[src/rtl/alu32_seq.sv]
// alu32_seq: command/response sequencer for an external 32-bit ALU (cmd_* in, alu_* out/in, rsp_* out, acc, op_count)
module alu32_seq (
  input  logic        clk,
  input  logic        reset,
  input  logic        cmd_valid,
  output logic        cmd_ready,
  input  logic [2:0]  cmd_op,
  input  logic [31:0] cmd_a,
  input  logic [31:0] cmd_b,
  input  logic        cmd_chain,
  output logic [31:0] alu_a,
  output logic [31:0] alu_b,
  output logic [2:0]  alu_op,
  input  logic [31:0] alu_result,
  input  logic        alu_c,
  input  logic        alu_n,
  input  logic        alu_z,
  input  logic        alu_v,
  output logic        rsp_valid,
  input  logic        rsp_ready,
  output logic [31:0] rsp_result,
  output logic [3:0]  rsp_flags,
  output logic [31:0] acc,
  output logic [15:0] op_count
);
  typedef enum logic [1:0] {IDLE, EXEC, RESP} state_t;
  state_t state, state_nx;
  logic accept;
  always_comb begin
    cmd_ready = state == IDLE || (state == RESP && rsp_ready);
    rsp_valid = state == RESP;
    accept = cmd_valid && cmd_ready;
    state_nx = state == EXEC ? RESP : accept ? EXEC : (state == RESP && !rsp_ready) ? RESP : IDLE;
  end
  always_ff @(posedge clk) begin
    if (reset) begin
      state <= IDLE;
      alu_a <= '0;
      alu_b <= '0;
      alu_op <= '0;
      rsp_result <= '0;
      rsp_flags <= '0;
      acc <= '0;
      op_count <= '0;
    end else begin
      state <= state_nx;
      if (accept) begin
        alu_op <= cmd_op;
        alu_b <= cmd_b;
        alu_a <= cmd_chain ? acc : cmd_a;
      end
      if (state == EXEC) begin
        rsp_result <= alu_result;
        rsp_flags <= {alu_c, alu_n, alu_z, alu_v};
        acc <= alu_result;
      end
      if (rsp_valid && rsp_ready) op_count <= op_count + 16'd1;
    end
  end
endmodule

[config.mk]
export PLATFORM = sky130hd
export DESIGN_NAME = alu32_seq
export DESIGN_NICKNAME = d
export VERILOG_FILES = /design/src/rtl/alu32_seq.sv
export SDC_FILE = /design/constraint.sdc
export NUM_CORES = 1
export LEC_CHECK = 0
export BUFFER_PORTS_ARGS = -buffer_cell sky130_fd_sc_hd__buf_2
export CAP_MARGIN = 40
export CORE_ASPECT_RATIO = 1.1
export CORE_UTILIZATION = 48
export DETAILED_ROUTE_END_ITERATION = 8
export HOLD_SLACK_MARGIN = 0.03
export PLACE_DENSITY = 0.9
export SYNTH_ARGS = -nofsm -noshare
export SYNTH_HDL_FRONTEND = slang
export SYNTH_SLANG_ARGS = --single-unit
[constraint.sdc]
create_clock -name clk -period 2.6 [get_ports clk]
set_clock_uncertainty 0.1 [all_clocks]
set_input_delay 0.13 -clock clk [delete_from_list [all_inputs] [get_ports clk]]
set_output_delay 0.13 -clock clk [all_outputs]
set_load 0.005 [all_outputs]
==> flow_metrics.py, run 1 <==
metrics = {
    "run_status": {
        "status": "finished, violations left",
        "violations": "design-rule violations",
    },
    "grt": {
        "overflow": 0,
        "grt_pass1_vias": 5275,
        "grt_max_degree": 122,
        "grt_use_total_pct": 31.96,
        "grt_pass1_wl_um": 26160,
        "antenna_found_initial": 0,
    },
    "synthesis": {
        "syn_avg_cell_area_um2": 8.411,
        "synth_top_area_share_pct": 50.00,
        "seq_area_frac_synth_pct": 50.00,
        "yosys_warnings": 0,
        "ys_ff_latch": 121,
        "yosysTopAreaCell": "dfxtp_1",
        "netlist_instances": 576,
        "ys_types": 28,
        "syn_area_um2": 4845,
        "synth_nets": 685,
        "ys_top_cells_by_area": "dfxtp_1 50%, nand2_1 11%, a21oi_1 7.9%, mux2i_1 6.8%, a211oi_1 5.0%",
    },
    "worst_setup_path": {
        "cp.arrival_ns": 2.16,
        "r2r-end": "alu_a[9]$_SDFFE_PP0P_",
        "critPathLaunchType": "register",
        "crit_chain": "nand2b_1 -> and3_4 -> buf_4 -> nor2_1 -> a211oi_1",
        "criticalPathCategory": "reg -> reg",
        "crit_required_ns": 2.90,
        "reg2reg_depth": 5,
        "startpoint": "state[1]$_SDFF_PP0_",
        "critPathCaptureType": "register",
        "crit_end": "alu_a[9]$_SDFFE_PP0P_",
        "cp_max_fo": 56,
        "rr_startpoint": "state[1]$_SDFF_PP0_",
        "cp_slowest_cell": "and3_4",
        "crit_buf_inv": 1,
        "crit_family": "simple AND/OR/NAND/NOR gates",
        "cp_num_cells": 5,
        "reg2reg_setup_slack_ns": 0.73,
        "cp_slowest_stage_delay_ns": 0.56,
    },
    "power": {
        "p_switching_uw": 1282,
        "p_int_uw": 3834,
        "p_per_area_nw_per_um2": 667.3,
        "p_leak_uw": 0.003665,
        "irDropWorstVdd_uv": 484.3,
        "combinationalPowerShare_pct": 13.6,
        "pwr-share-seq_pct": 39.8,
        "clkPwrFrac_pct": 46.6,
        "swShare_pct": 25.06,
        "total_power_uw": 5115,
    },
    "timing": {
        "clock.fmax_ghz": 0.5358,
        "fin_crit_sh_pct": 71.78,
        "worstMarginPinSlew_ns": 0.7034,
        "min_period_ns": 1.866,
        "hold_viol": 0,
        "whs_ns": 0.07025,
        "maxSlewHeadroom_pct": 53.11,
        "finalSetupViolCount": 0,
        "report.final.slew_viol_count": 0,
        "rsz0062_at_grt": "no",
        "fin_setup_tns_ns": 0,
    },
    "die": {
        "start_util_pct": 49.22,
        "die-height_um": 107.4,
        "rows": 38,
        "coreArea_um2": 9842,
        "pin_count": 261,
        "design.die.area_um2": 10500,
        "fp.dieW_um": 97.79,
    },
    "cells_and_area": {
        "area_growth_syn_to_layout_pct": 58.24,
        "finalNetCount": 1004,
        "antenna_cells": 0,
        "fin_area_um2": 7666,
        "drive_gt1_share_pct": 33.37,
    },
    "hold_path": {
        "hp-class": "in -> reg",
        "min_from": "reset",
    },
    "cts": {
        "htree_levels": 4,
        "cts_tree": "yes",
        "post_cts_buffers": 0,
        "cts.sinks": 121,
        "clockBufferDepth": 2,
        "cts_root_buffer": "clkbuf_8",
        "path_clk_slew_ns": 0.06,
        "cts_buffers": 17,
        "clk_latency_ns": 0.50,
    },
    "routing": {
        "ant_nets": 0,
        "wl_per_cell_um": 16.70,
        "vias": 5437,
        "viasPerCell": 5.289,
        "drc": 28,
        "first_pass_iters": 7,
        "drt_wl_total_um": 17170,
        "dr.first_iter.drc_count": 424,
    },
    "place": {
        "port-buffer-count": 260,
        "place_congestion": 0.8573,
        "dpl.hpwl_um": 8889,
        "dpl_cell_area_um2": 6016,
    },
    "flow_run": {
        "max_cap_violations": 0,
    },
}
-- metal layers --
layer / track usage (%) / up-vias / wire, um
li1: - / 2546 / -
met1: 34.16 / 2494 / 6194
met2: 58.21 / 322 / 8817
met3: 7.143 / 75 / 1334
met4: 18.18 / 0 / 819
met5: 0 / - / 0
-- cells by family (layout without fill, tap and decap cells) --
logic type / Yosys count / after routing / synth area share (%)
flip-flops: 121 / 121 / 50.00
adder cells (fa/ha/maj): 1 / 1 / 0.2582
multiplexers: 33 / 33 / 6.818
buffers and inverters: 73 / 405 / 8.342
AO/OA/AOI/OAI: 112 / 112 / 13.27
AND/OR/NAND/NOR: 225 / 225 / 19.32
XOR/XNOR: 11 / 11 / 1.989
-- how the worst min path moves through the flow --
stage / to / slack [ns] / cells after the start
floorplan: alu_b[0]$_SDFFE_PP0P_ / 0.17 / 2
global placement: alu_b[13]$_SDFFE_PP0P_ / 0.27 / 3
detailed placement: acc[12]$_SDFFE_PP0P_ / 0.28 / 3
CTS: op_count[6]$_SDFFE_PP0P_ / 0.06 / 3
global route: op_count[5]$_SDFFE_PP0P_ / 0.1 / 3
finish: acc[0]$_SDFFE_PP0P_ / 0.07 / 3
-- worst reg2reg max path: stages, from the launching register on --
cell and delay (ns):
dfxtp_1 0.37, nand2b_1 0.12, and3_4 0.56, buf_4 0.31, nor2_1 0.07, a211oi_1 0.24
-- power groups by stage --
stage               clock (uW)  sequential [uW]  combinational, uW
global route              2500             2040                749
floorplan                    0             2070                280
CTS                       2400             2020                659
global placement             0             2060                527
detailed placement           0             2060                536
finish                    2380             2040                697
-- state kept, by name (all words and copies together), names as in the netlist --
register,flops
alu_a,32
alu_b,32
acc,32
rsp_flags,4
op_count,16
alu_op,3
state,2
-- Yosys cell counts --
library cell    n
a211oi_1       32
a21oi_1        76
and3_1          3
and4_1          2
and4b_1         1
buf_2           8
buf_4          32
clkbuf_1       32
dfxtp_1       121
ha_1            1
inv_1           1
mux2i_1        33
nand2_1       147
nand2b_1        2
nand3_1         6
nand3b_4        1
nand4_1         5
nor2_1         47
nor2b_1         2
nor3_1          2
nor4_1          2
o21ai_0         3
o31ai_1         1
or2_1           1
or3_1           3
or4_1           1
xnor2_1         5
xor2_1          6
-- layout by cell type, fill, tap and decap left out, types with 2 or more instances in the layout --
cell           synthesis  layout
dfxtp_1              121     121
buf_12                 0       4
a211oi_1              32      32
a21oi_1               76      76
clkbuf_8               0       3
nor4_1                 2       2
bufinv_16              0       3
nor2_1                47      46
clkbuf_16              0      16
nand2_1              147     147
and3_1                 3       2
nand3_1                6       6
xnor2_1                5       5
clkinvlp_4             0       5
inv_6                  0       2
or3_1                  3       3
nor3_1                 2       2
clkinv_4               0       2
nand2b_1               2       2
buf_2                  8     259
mux2i_1               33      33
dlygate4sd3_1          0     104
o21ai_0                3       3
and4_1                 2       2
nor2b_1                2       2
buf_4                 32       5
xor2_1                 6       6
nand4_1                5       5
-- layout make-up --
class                           instances  area, um2
Timing Repair Buffer                  372       2455
Sequential cell                       121       2422
Fill cell                             597       2176
Multi-Input combinational cell        382       2026
Clock buffer                           19      441.7
Clock inverter                         13      167.7
Tap cell                              120      150.1
Inverter                                1      3.754
-- what timing repair did --
action,CTS,global route
setup endpoints to repair,0,0
hold buffers,104,0
hold endpoints to repair,106,0
gates resized for setup,0,0
-- stage by stage --
stage               cells  setup slack [ns]  utilization [%]
floorplan             576            0.9391                -
global placement      892            0.8693            61.12
detailed placement    892            0.8285            61.12
CTS                  1028            0.7875            77.89
global route         1028            0.5690            77.89
finish               1028            0.7337            77.89
No activity file was read; power rests on OpenSTA's default activity.
==> run 2, diff against run 1 <==
--- a/config.mk
+++ b/config.mk
@@ -8,10 +8,10 @@
 export BUFFER_PORTS_ARGS = -buffer_cell sky130_fd_sc_hd__buf_2
 export CAP_MARGIN = 40
 export CORE_ASPECT_RATIO = 1.1
-export CORE_UTILIZATION = 48
+export CORE_UTILIZATION = 40
 export DETAILED_ROUTE_END_ITERATION = 8
 export HOLD_SLACK_MARGIN = 0.03
-export PLACE_DENSITY = 0.9
+export PLACE_DENSITY = 0.81
 export SYNTH_ARGS = -nofsm -noshare
 export SYNTH_HDL_FRONTEND = slang
 export SYNTH_SLANG_ARGS = --single-unit
==> constraint.sdc (replaced) <==
create_clock -name clk -period 1.66 [get_ports clk]
set_clock_uncertainty 0.1 [all_clocks]
set_input_delay 0.083 -clock clk [delete_from_list [all_inputs] [get_ports clk]]
set_output_delay 0.083 -clock clk [all_outputs]
set_load 0.005 [all_outputs]
==> run 2 against run 1 <==
  * The flow now finishes without violations
  * Power up 65%
  * Combinational power rose by 66%
  * Core utilization fell by 8.5 points
  * Global-route usage fell by 6.1 points
  * Non-clock buffer count up 24
  * Cell count is 5.3% higher
  * Sequential share of layout area down 1.5 points
  * Sequential power increased by 56%
  * Via count up 0.46%
  * First-iteration DRC count decreased by 22%
  * Register-to-register slack worse by 0.63 ns
  * Clock-buffer cell count grew 2
  * Critical path type unchanged
==> flow_metrics.py, run 2 (synthesis results as in run 1) <==
metrics = {
    "run_status": {
        "status": "finished, final reports clean",
    },
    "cts": {
        "clockBufferDepth": 2,
        "cts_tree": "yes",
        "cts.sinks": 121,
        "cts_root_buffer": "clkbuf_16",
        "cts_buffers": 17,
        "htree_levels": 4,
        "clk_latency_ns": 0.41,
        "path_clk_slew_ns": 0.06,
    },
    "worst_setup_path": {
        "startpoint": "state[0]$_SDFF_PP0_",
        "cp_slowest_stage_delay_ns": 0.35,
        "crit_buf_inv": 1,
        "rr_startpoint": "state[0]$_SDFF_PP0_",
        "critPathLaunchType": "register",
        "crit_chain": "nand3b_4 -> or2_1 -> buf_4 -> or3_1 -> a21oi_1",
        "cp.arrival_ns": 1.79,
        "crit_family": "simple AND/OR/NAND/NOR gates",
        "critPathCaptureType": "register",
        "crit_required_ns": 1.89,
        "cp_max_fo": 6,
        "cp_slowest_cell": "dfxtp_2",
        "reg2reg_depth": 5,
        "r2r-end": "op_count[13]$_SDFFE_PP0P_",
        "criticalPathCategory": "reg -> reg",
        "reg2reg_setup_slack_ns": 0.1,
    },
    "die": {
        "coreArea_um2": 11640,
        "die-height_um": 117.4,
        "fp.dieW_um": 106.9,
        "pin_count": 261,
        "design.die.area_um2": 12560,
        "rows": 41,
        "start_util_pct": 41.60,
    },
    "routing": {
        "ant_nets": 0,
        "dr.first_iter.drc_count": 330,
        "viasPerCell": 5.048,
        "first_pass_iters": 5,
        "drt_wl_total_um": 17340,
        "vias": 5462,
        "drc": 0,
        "wl_per_cell_um": 16.03,
    },
    "hold_path": {
        "min_from": "cmd_valid",
        "hp-class": "in -> reg",
        "whs_path_depth": 4,
        "hold_end": "state[0]$_SDFF_PP0_",
    },
    "cells_and_area": {
        "layout_common_cells": "259 x buf_2, 147 x nand2_1, 117 x dfxtp_1, 105 x dlygate4sd3_1, 76 x a21oi_1",
        "layout_commonest_cell": "buf_2",
        "finalNetCount": 1028,
        "reg_top3": "acc (32), alu_a (32), alu_b (32)",
        "drive_gt1_share_pct": 36.27,
        "area_growth_syn_to_layout_pct": 66.71,
        "fillers": 833,
        "postLayoutCoreUtil_pct": 69.36,
        "antenna_cells": 0,
    },
    "timing": {
        "finalSetupViolCount": 0,
        "hold_viol": 0,
        "maxSlewHeadroom_pct": 79.78,
        "fin_setup_tns_ns": 0,
        "fin_crit_sh_pct": 94.03,
        "worstMarginPinSlew_ns": 0.3005,
        "min_period_ns": 1.561,
        "report.final.slew_viol_count": 0,
        "clock.fmax_ghz": 0.6407,
        "rsz0062_at_grt": "no",
    },
    "grt": {
        "grt_pass1_wl_um": 25690,
        "grt_pass1_vias": 5370,
        "overflow": 0,
        "grt_use_total_pct": 25.85,
        "antenna_found_initial": 0,
        "grt_max_degree": 52,
    },
    "place": {
        "place_congestion": 0.7859,
        "dpl.hpwl_um": 9536,
        "port-buffer-count": 260,
    },
    "power": {
        "irDropWorstVdd_uv": 542.1,
        "p_per_area_nw_per_um2": 1044,
        "p_leak_uw": 0.003863,
    },
    "flow_run": {
        "max_cap_violations": 0,
    },
}
-- run 2: cell count changes in the layout (fill, tap and decap cells not counted), sizes merged --
cell         delta
clkinv          +2
bufinv          +2
clkbuf          +6
clkinvlp        -4
inv             -2
dlygate4sd3     +1
buf            +19
-- run 2: worst max-delay path by stage --
stage | to | slack, ns | cells past startpoint
after CTS | op_count[15]$_SDFFE_PP0P_ | 0.009 | 4
after global routing | op_count[14]$_SDFFE_PP0P_ | 0.009 | 5
after floorplan | op_count[15]$_SDFFE_PP0P_ | 0.009 | 5
after detailed placement | op_count[15]$_SDFFE_PP0P_ | 0.03 | 4
after global placement | op_count[15]$_SDFFE_PP0P_ | 0.07 | 4
final | op_count[13]$_SDFFE_PP0P_ | 0.1 | 5
-- run 2: layout make-up --
type	count	area [um2]	share of cell area, %
tap	150	187.7	2.324
inverter	1	3.754	0.04648
multi-input combinational	382	2076	25.70
timing repair buffer	396	2728	33.77
sequential	121	2427	30.05
clock buffer	21	460.4	5.701
clock inverter	11	193.9	2.401
-- run 2: worst reg2reg max path, stage by stage (launching register included) --
cell	delay, ns
dfxtp_2	0.35
nand3b_4	0.16
or2_1	0.22
buf_4	0.15
or3_1	0.35
a21oi_1	0.16
-- run 2: repair_timing --
action | 4_1_cts | 5_1_grt
buffers inserted | 0 | 1
gates cloned | 0 | 4
endpoints found under the hold margin | 104 | 0
pin swaps | 1 | 4
hold buffers | 105 | 0
endpoints found under the setup margin | 2 | 26
resized for setup | 1 | 14
-- run 2: power breakdown --
group	switching, uW	internal, uW
logic	551	614
registers	111	3070
clock network	1330	2750
-- run 2: per-layer routing --
| metal | track usage [%] | wire, um | up-vias |
|---|---|---|---|
| met1 | 26.96 | 6571 | 2556 |
| met2 | 47.02 | 9032 | 261 |
| met5 | 0 | 0 | - |
| met3 | 7.504 | 1208 | 53 |
| met4 | 11.73 | 529 | 0 |
| li1 | - | - | 2592 |
-- run 2: metrics by stage --
step	hold slack [ns]	area, um2	setup WS [ns]	instances	total power (uW)
floorplan	0.1190	4847	0.009004	576	3682
global placement	0.2235	6208	0.07326	940	4068
detailed placement	0.2291	6208	0.02802	940	4092
CTS	0.1174	7919	0.008751	1077	8335
global route	0.1505	8077	0.009102	1082	8718
finish	0.1045	8077	0.09915	1082	8429
